$ cat config.mk
export PLATFORM = sky130hd
export DESIGN_NAME = evt_word_decoder
export DESIGN_NICKNAME = d
export VERILOG_FILES = /design/src/rtl/evt_word_decoder.sv
export SDC_FILE = /design/constraint.sdc
export NUM_CORES = 1
export LEC_CHECK = 0
export CORE_ASPECT_RATIO = 1.1
export CORE_MARGIN = 8
export CORE_UTILIZATION = 49
export DETAILED_ROUTE_END_ITERATION = 8
export PLACE_DENSITY = 0.86
export SYNTH_ARGS = -nofsm -noshare
export SYNTH_HDL_FRONTEND = slang
export SYNTH_SLANG_ARGS = --single-unit
export TNS_END_PERCENT = 10
$ cat constraint.sdc
create_clock -name clk_i -period 3.2 [get_ports clk_i]
set_clock_uncertainty 0.05 [all_clocks]
set_input_delay 0.64 -clock clk_i [delete_from_list [all_inputs] [get_ports clk_i]]
set_output_delay 0.64 -clock clk_i [all_outputs]
set_load 0.005 [all_outputs]
$ cat src/rtl/evt_word_decoder.sv
// -----------------------------------------------------------------------------
// evt_word_decoder
//
// Receive-side decoder for the hierarchical arbiter's 32-bit event word stream.
//
// The decoder does three things:
//   - tracks the timestamp time base from TIME_HIGH and SYNC words;
//   - rebuilds full events (row, column, polarity, 34-bit timestamp) from
//     EVENT words;
//   - presents those events on a single-entry valid/ready output register.
//
// Word format (type in bits [31:30]):
//   00 IDLE       consumed and ignored
//   01 EVENT      pol [29:28], row [27:17], col [16:6], ts_low [5:0]
//   10 TIME_HIGH  ts_high [27:0] = timestamp[33:6]
//   11 SYNC       clears the time base and waits for a new TIME_HIGH
//
// Ports:
//   clk_i, rst_ni        clock, asynchronous active-low reset
//   word_i/word_valid_i  encoded input word and its valid
//   word_ready_o         word is accepted this cycle when valid & ready
//   evt_row_o/col/pol/ts rebuilt event fields
//   evt_valid_o          event valid
//   evt_ready_i          consumer accepts event
//   synced_o             time base held (state RUN)
//   err_o                one-cycle pulse per dropped or illegal word
//   evt_cnt_o            decoded event count (stats build only, else 0)
//   drop_cnt_o           dropped word count (stats build only, else 0)
//
// Optional feature macro: EVT_DEC_STATS_EN enables the saturating
// evt_cnt_o / drop_cnt_o counters. Without it both outputs are tied to 0.
// -----------------------------------------------------------------------------
module evt_word_decoder #(
    parameter int WIDTH    = 32,
    parameter int ROW_ADD  = 11,
    parameter int COL_ADD  = 11,
    parameter int POLARITY = 2,
    parameter int SIZE     = 34,
    parameter int ROWS1    = 64,
    parameter int COLS1    = 64
) (
    input  logic                clk_i,
    input  logic                rst_ni,
    input  logic [WIDTH-1:0]    word_i,
    input  logic                word_valid_i,
    output logic                word_ready_o,
    output logic [ROW_ADD-1:0]  evt_row_o,
    output logic [COL_ADD-1:0]  evt_col_o,
    output logic [POLARITY-1:0] evt_pol_o,
    output logic [SIZE-1:0]     evt_ts_o,
    output logic                evt_valid_o,
    input  logic                evt_ready_i,
    output logic                synced_o,
    output logic                err_o,
    output logic [31:0]         evt_cnt_o,
    output logic [31:0]         drop_cnt_o
);

    // The low six timestamp bits travel in every EVENT word; the rest is
    // the time base carried by TIME_HIGH.
    localparam int TSL_W = 6;
    localparam int TSH_W = SIZE - TSL_W;

    typedef enum logic {
        WAIT_TIME = 1'b0,
        RUN       = 1'b1
    } state_e;

    state_e              state_q, state_d;
    logic [TSH_W-1:0]    ts_high_q, ts_high_d;
    logic                evt_valid_q, evt_valid_d;
    logic [ROW_ADD-1:0]  evt_row_q, evt_row_d;
    logic [COL_ADD-1:0]  evt_col_q, evt_col_d;
    logic [POLARITY-1:0] evt_pol_q, evt_pol_d;
    logic [SIZE-1:0]     evt_ts_q, evt_ts_d;
    logic                err_q, err_d;

    logic                accept;
    logic [1:0]          word_type;
    logic [ROW_ADD-1:0]  word_row;
    logic [COL_ADD-1:0]  word_col;
    logic [POLARITY-1:0] word_pol;
    logic [TSL_W-1:0]    word_ts_low;
    logic [TSH_W-1:0]    word_ts_high;
    logic                in_range;

    // Every word type obeys the same ready rule, so a stalled consumer also
    // holds back TIME_HIGH/SYNC words; this keeps time-base updates ordered
    // with respect to the events they apply to.
    assign word_ready_o = !evt_valid_q | evt_ready_i;
    assign accept       = word_valid_i & word_ready_o;

    assign word_type    = word_i[31:30];
    assign word_pol     = word_i[28 +: POLARITY];
    assign word_row     = word_i[17 +: ROW_ADD];
    assign word_col     = word_i[6 +: COL_ADD];
    assign word_ts_low  = word_i[TSL_W-1:0];
    assign word_ts_high = word_i[TSH_W-1:0];
    assign in_range     = (word_row < ROW_ADD'(ROWS1)) && (word_col < COL_ADD'(COLS1));

    // Next-state logic: time base tracking, event reconstruction and the
    // output register handshake. Draining and refilling in the same cycle
    // works because the drain clears valid first and a load then sets it.
    always_comb begin
        state_d     = state_q;
        ts_high_d   = ts_high_q;
        evt_valid_d = evt_valid_q;
        evt_row_d   = evt_row_q;
        evt_col_d   = evt_col_q;
        evt_pol_d   = evt_pol_q;
        evt_ts_d    = evt_ts_q;
        err_d       = 1'b0;

        if (evt_valid_q && evt_ready_i) begin
            evt_valid_d = 1'b0;
        end

        if (accept) begin
            case (word_type)
                2'b00: begin
                end
                2'b01: begin
                    if (state_q == WAIT_TIME || !in_range) begin
                        err_d = 1'b1;
                    end else begin
                        evt_valid_d = 1'b1;
                        evt_row_d   = word_row;
                        evt_col_d   = word_col;
                        evt_pol_d   = word_pol;
                        evt_ts_d    = {ts_high_q, word_ts_low};
                    end
                end
                2'b10: begin
                    // A backwards time base is flagged but still adopted so
                    // the stream keeps decoding against the sender's view.
                    if (state_q == RUN && word_ts_high < ts_high_q) begin
                        err_d = 1'b1;
                    end
                    ts_high_d = word_ts_high;
                    state_d   = RUN;
                end
                2'b11: begin
                    ts_high_d = '0;
                    state_d   = WAIT_TIME;
                end
            endcase
        end
    end

    always_ff @(posedge clk_i or negedge rst_ni) begin
        if (!rst_ni) begin
            state_q     <= WAIT_TIME;
            ts_high_q   <= '0;
            evt_valid_q <= 1'b0;
            evt_row_q   <= '0;
            evt_col_q   <= '0;
            evt_pol_q   <= '0;
            evt_ts_q    <= '0;
            err_q       <= 1'b0;
        end else begin
            state_q     <= state_d;
            ts_high_q   <= ts_high_d;
            evt_valid_q <= evt_valid_d;
            evt_row_q   <= evt_row_d;
            evt_col_q   <= evt_col_d;
            evt_pol_q   <= evt_pol_d;
            evt_ts_q    <= evt_ts_d;
            err_q       <= err_d;
        end
    end

    assign evt_valid_o = evt_valid_q;
    assign evt_row_o   = evt_row_q;
    assign evt_col_o   = evt_col_q;
    assign evt_pol_o   = evt_pol_q;
    assign evt_ts_o    = evt_ts_q;
    assign synced_o    = (state_q == RUN);
    assign err_o       = err_q;

`ifdef EVT_DEC_STATS_EN
    logic [31:0] evt_cnt_q, evt_cnt_d;
    logic [31:0] drop_cnt_q, drop_cnt_d;
    logic        evt_load;

    // While ready is high the output register can only become valid through
    // a fresh load, so this identifies exactly one event per load.
    assign evt_load = evt_valid_d & word_ready_o;

    // Saturating counters: they stick at all-ones rather than wrapping.
    always_comb begin
        evt_cnt_d  = evt_cnt_q;
        drop_cnt_d = drop_cnt_q;
        if (evt_load && evt_cnt_q != 32'hFFFF_FFFF) begin
            evt_cnt_d = evt_cnt_q + 32'd1;
        end
        if (err_d && drop_cnt_q != 32'hFFFF_FFFF) begin
            drop_cnt_d = drop_cnt_q + 32'd1;
        end
    end

    always_ff @(posedge clk_i or negedge rst_ni) begin
        if (!rst_ni) begin
            evt_cnt_q  <= '0;
            drop_cnt_q <= '0;
        end else begin
            evt_cnt_q  <= evt_cnt_d;
            drop_cnt_q <= drop_cnt_d;
        end
    end

    assign evt_cnt_o  = evt_cnt_q;
    assign drop_cnt_o = drop_cnt_q;
`else
    assign evt_cnt_o  = '0;
    assign drop_cnt_o = '0;
`endif

endmodule

== Word-level counts from Yosys, hierarchy flattened ==
Index checks and enable logic that the tools add are counted.

* Reductions and logical operators: 9
* Bitwise gates (word level): 4
* Mux-type cells: 10
* Eq/ne operators: 3
* $lt $le $gt $ge: 3

{| class="wikitable"
|+ Operator list
! operator !! number
|-
| $pmux 28 s2 || 1
|-
| $lt 28x28->1 || 1
|-
| $lt 11x7->1 const B || 2
|-
| $mux 1 || 7
|-
| $eq 2x2->1 const B || 2
|-
| $pmux 1 s2 || 2
|-
| $logic_and 1x1->1 || 3
|-
| $reduce_and 3->1 || 1
|-
| $eq 2x1->1 const B || 1
|-
| $logic_not 1->1 || 2
|-
| $not 1->1 || 2
|-
| $reduce_and 2->1 || 1
|-
| $reduce_bool 2->1 || 1
|-
| $and 1x1->1 || 1
|-
| $logic_or 1x1->1 || 1
|-
| $or 1x1->1 || 1
|}

* Flip-flop bits (word level): 89
* Output and inout bits: 126
* Logic and storage cells: 37
* Input port bits: 36

== Longest topological paths before layout ==
* Word-level depth: 7
* Depth in mapped cells: 8
* Mapped depth without buffers: 7

== Least setup slack after synthesis ==
No wires, ideal clock.

* Path kind: input to register
* Start point: in word_i[9]
* End point: reg err_q, in the netlist err_o
* Required time: 3055 ps
* Buffers on the path: 0
* Stages on the path: 6
* Arrival: 1880 ps
* Setup slack: 1175 ps
* Library setup time: 95 ps
* Cells stage by stage: ha_1 -> a21o_1 -> a221o_1 -> a221oi_2 -> o21ai_0 -> o31ai_1

* Word-level cells in the longest chain between the ends: 7
* Elaborated cells on any way between the ends: 10
* Those cells by class: order compare (2); mux (4); reduce/logical (4)

{| class="wikitable"
|+ RTL lines
! what !! line !! RTL
|-
| start, declared || 44 || <nowiki>input logic [WIDTH-1:0] word_i,</nowiki>
|-
| parallel branches: the longest is 5 deep, another holds $lt 28x28->1 || n/a ||
|-
| $pmux 1 s2 * || 119 || <nowiki>case (word_type)</nowiki>
|-
| $mux 1 * || 118 || <nowiki>if (accept) begin</nowiki>
|-
| via err_d || 76 || <nowiki>logic err_q, err_d;</nowiki>
|-
| end signal, assigned || 168 || <nowiki>err_q <= err_d;</nowiki>
|-
| end, declared || 76 ||
|}

Mark *: on every way through the listed nets, which the timed path passes.
A chain may end at the register's enable or synchronous reset.

== Worst setup path in the final report ==
* Start point: in evt_ready_i
* End point: out word_ready_o

* Word-level cells in the longest chain between the ends: 1

{| class="wikitable"
|+ RTL lines
! what !! line !! RTL
|-
| start, declared || 52 || <nowiki>input logic evt_ready_i,</nowiki>
|-
| $or 1x1->1 || 90 || <nowiki>assign word_ready_o = !evt_valid_q | evt_ready_i;</nowiki>
|-
| end, declared || 46 || <nowiki>output logic word_ready_o,</nowiki>
|}

No other way between the ends.

==> reports/metrics.yaml <==
avgRoutedWirePerCell_um: 15.96
postSynth.topFlopCell: "dfrtp_1"
grt_max_degree: 44
post_cts.repair.setup_buffers: 0
syn_area_um2: 4672
cts_buffer_depth: 2
grt-ovfl-total: 0
setup_ws_ps: 663.7
clk_latency_ps: 350
cts_tree: "done"
die_area_um2: 12920
start_kind: "input port"
rsz0062_at_grt: "false"
wirelength_um: 10820
port_buffers: 97
cp.required_ps: 2510
setup_tns_ps: 0
drt_iter0_drc: 94
num_antenna_cells: 0
nFillCells: 767
routed-via-count: 3360
setup_viol_count_final: 0
dpl_worst_slack_ps: 446.3
ctsHoldBuffers: 0
irDropWorstVdd_mv: 0.2585
root_buffer: "clkbuf_8"
total_power_uw: 2456
layout-drive-gt1-share_pct: 9.447
wl_met3_um: 942
first_global_vias: 3549
ios: 162
fin_crit_sh_pct: 79.26
first_pass_iters: 4
crit_fanout: 6
synth.avg_cell_area_um2: 10.16
synth-seq-cells: 89
slowest_delay_ps: 560
maxSlewHeadroom_pct: 63.22
final_cells: 678
route.met2.wl_um: 5280
hold_viol_final: 0
cts.repair.resized: 0
synthCells: 460
crit_arrival_ps: 1850
layout.nets: 622
tightest_slew_ps: 551.7
slowest_stage: "clkdlybuf4s50_1"
dpl.cell_count: 662
grt_pass1_wl_um: 17170
path_class: "in -> out"
drcViolationCount: 0
synth_edf_count: 0
place_congestion: 0.8224
p_leak_uw: 0.002734
synthArstFlopShare_pct: 100.0
clk_pin_slew_ps: 90
end_kind: "output port"
vias_per_cell: 4.956
antenna_found_initial: 0
synth.distinct_cells: 40
cts.sinks: 89
drv_cap: 0
coreArea_um2: 9305
ys_warn_count: 0
wl_met1_um: 4437
seq_area_frac_synth_pct: 47.67
slew_viol_final: 0
rows: 37
area_growth_pct: 22.74
drtAntennaViolNets: 0
dieHeight_um: 118.4
top_layer_used: "met4"
max_freq_mhz: 394.3
period_needed_ps: 2536
status: "completed"
hpwl_um: 8277
start_util_pct: 50.21
grt_usage_pct: 16.52
crit_path_cell_trace: "clkdlybuf4s50_1, nand2b_1, clkdlybuf4s50_1"
h-tree-depth: 3
numCtsBuffers: 9
die_x_um: 109.1
cpMostUsedCell: "clkdlybuf4s50_1"
cellPowerDensity_nw_per_um2: 428.2
hold_path.class: "in -> async"
fin_util_pct: 61.62
-- where the power goes --
group	switching [µW]	leakage, µW	total [µW]	internal, µW
logic	217	0.00142	371	154
clock network	407	0.000113	871	464
registers	32.5	0.00121	1210	1180
total	656	0.00273	2460	1800
-- through the flow --
step / hold WS [ps] / cell area [µm²]
floorplan: 294.4 / 4908
detailed placement: 420.7 / 5507
global route: 245.0 / 5734
CTS: 224.2 / 5734
global placement: 411.7 / 5507
finish: 214.7 / 5734
-- logic make-up (layout without fill, tap and decap cells) --
kind of cell / count (synthesis) / count (layout) / share of synthesized area (%)
AO/OA/AOI/OAI: 108 / 108 / 12.64
adder cells (fa/ha/maj): 30 / 30 / 8.034
buffers and inverters: 118 / 156 / 15.59
flip-flops: 89 / 89 / 47.67
multiplexers: 20 / 20 / 4.821
other: 1 / 64 / 0.08027
AND/OR/NAND/NOR: 94 / 94 / 11.17
-- cell usage after synthesis (10+ instances only) --
| master | instances | area (µm²) |
|---|---|---|
| buf_4 | 64 | 480.5 |
| clkbuf_1 | 10 | 37.54 |
| dfrtp_1 | 89 | 2227 |
| ha_1 | 30 | 375.4 |
| inv_1 | 32 | 120.1 |
| mux2_2 | 20 | 225.2 |
| nand2_1 | 36 | 135.1 |
| nand2b_1 | 28 | 175.2 |
| nor2b_1 | 10 | 62.56 |
| o21ai_0 | 75 | 375.4 |
| o21ai_1 | 13 | 65.06 |
-- registers in the layout (all words and copies together) (netlist names) --
register     cells
evt_ts_o        34
synced_o         1
evt_col_o       11
evt_row_o       11
ts_high_q       28
evt_valid_o      1
err_o            1
evt_pol_o        2
-- cell usage in the layout (no fill, tap or decap), types with 2 or more instances in the layout --
cell type / n
a211oi_1: 4
a21o_1: 2
a21oi_1: 5
buf_4: 10
bufinv_16: 2
clkbuf_8: 10
clkdlybuf4s50_1: 96
conb_1: 64
dfrtp_1: 89
ha_1: 30
inv_1: 32
mux2_2: 20
nand2_1: 36
nand2b_1: 28
nand3_1: 3
nand4_1: 3
nor2_1: 3
nor2b_1: 10
nor3_1: 2
o211ai_1: 2
o21ai_0: 75
o21ai_1: 13
-- area by class of cell --
class	instances	area [µm²]	share of cell area, %
multi-input cells	316	1953	34.06
inverters	33	123.9	2.160
clock inverters	6	90.09	1.571
repair buffers	107	1056	18.42
flip-flops and latches	89	2227	38.84
well taps	117	146.4	2.553
clock buffers	10	137.6	2.400
-- path summary, 6_finish.rpt --
| kind | cells past startpoint | end | from | slack [ps] |
|---|---|---|---|---|
| worst max register to register | 7 | err_o$_DFF_PN0_ | ts_high_q[9]$_DFFE_PN0P_ | 1190 |
| worst max-delay path | 3 | word_ready_o | evt_ready_i | 660 |
| worst min-delay path | 1 | evt_ts_o[0]$_DFFE_PN0P_ | rst_ni | 210 |
| min in group clk_i | 2 | ts_high_q[7]$_DFFE_PN0P_ | ts_high_q[7]$_DFFE_PN0P_ | 440 |
| worst min register to register | 2 | ts_high_q[7]$_DFFE_PN0P_ | ts_high_q[7]$_DFFE_PN0P_ | 440 |
| max in group asynchronous | 2 | evt_ts_o[29]$_DFFE_PN0P_ | rst_ni | 2130 |
-- layer usage --
metal,global-route usage [%],vias up
li1,-,1599
met1,19.38,1614
met2,27.94,132
met3,3.913,15
met4,6.941,0
met5,0,-
-- worst max-delay path, delay by kind of cell --
family	cells	cell delay, ps
buf+inv	2	1000
simple gates	1	210
No activity file was read; power rests on OpenSTA's default activity.
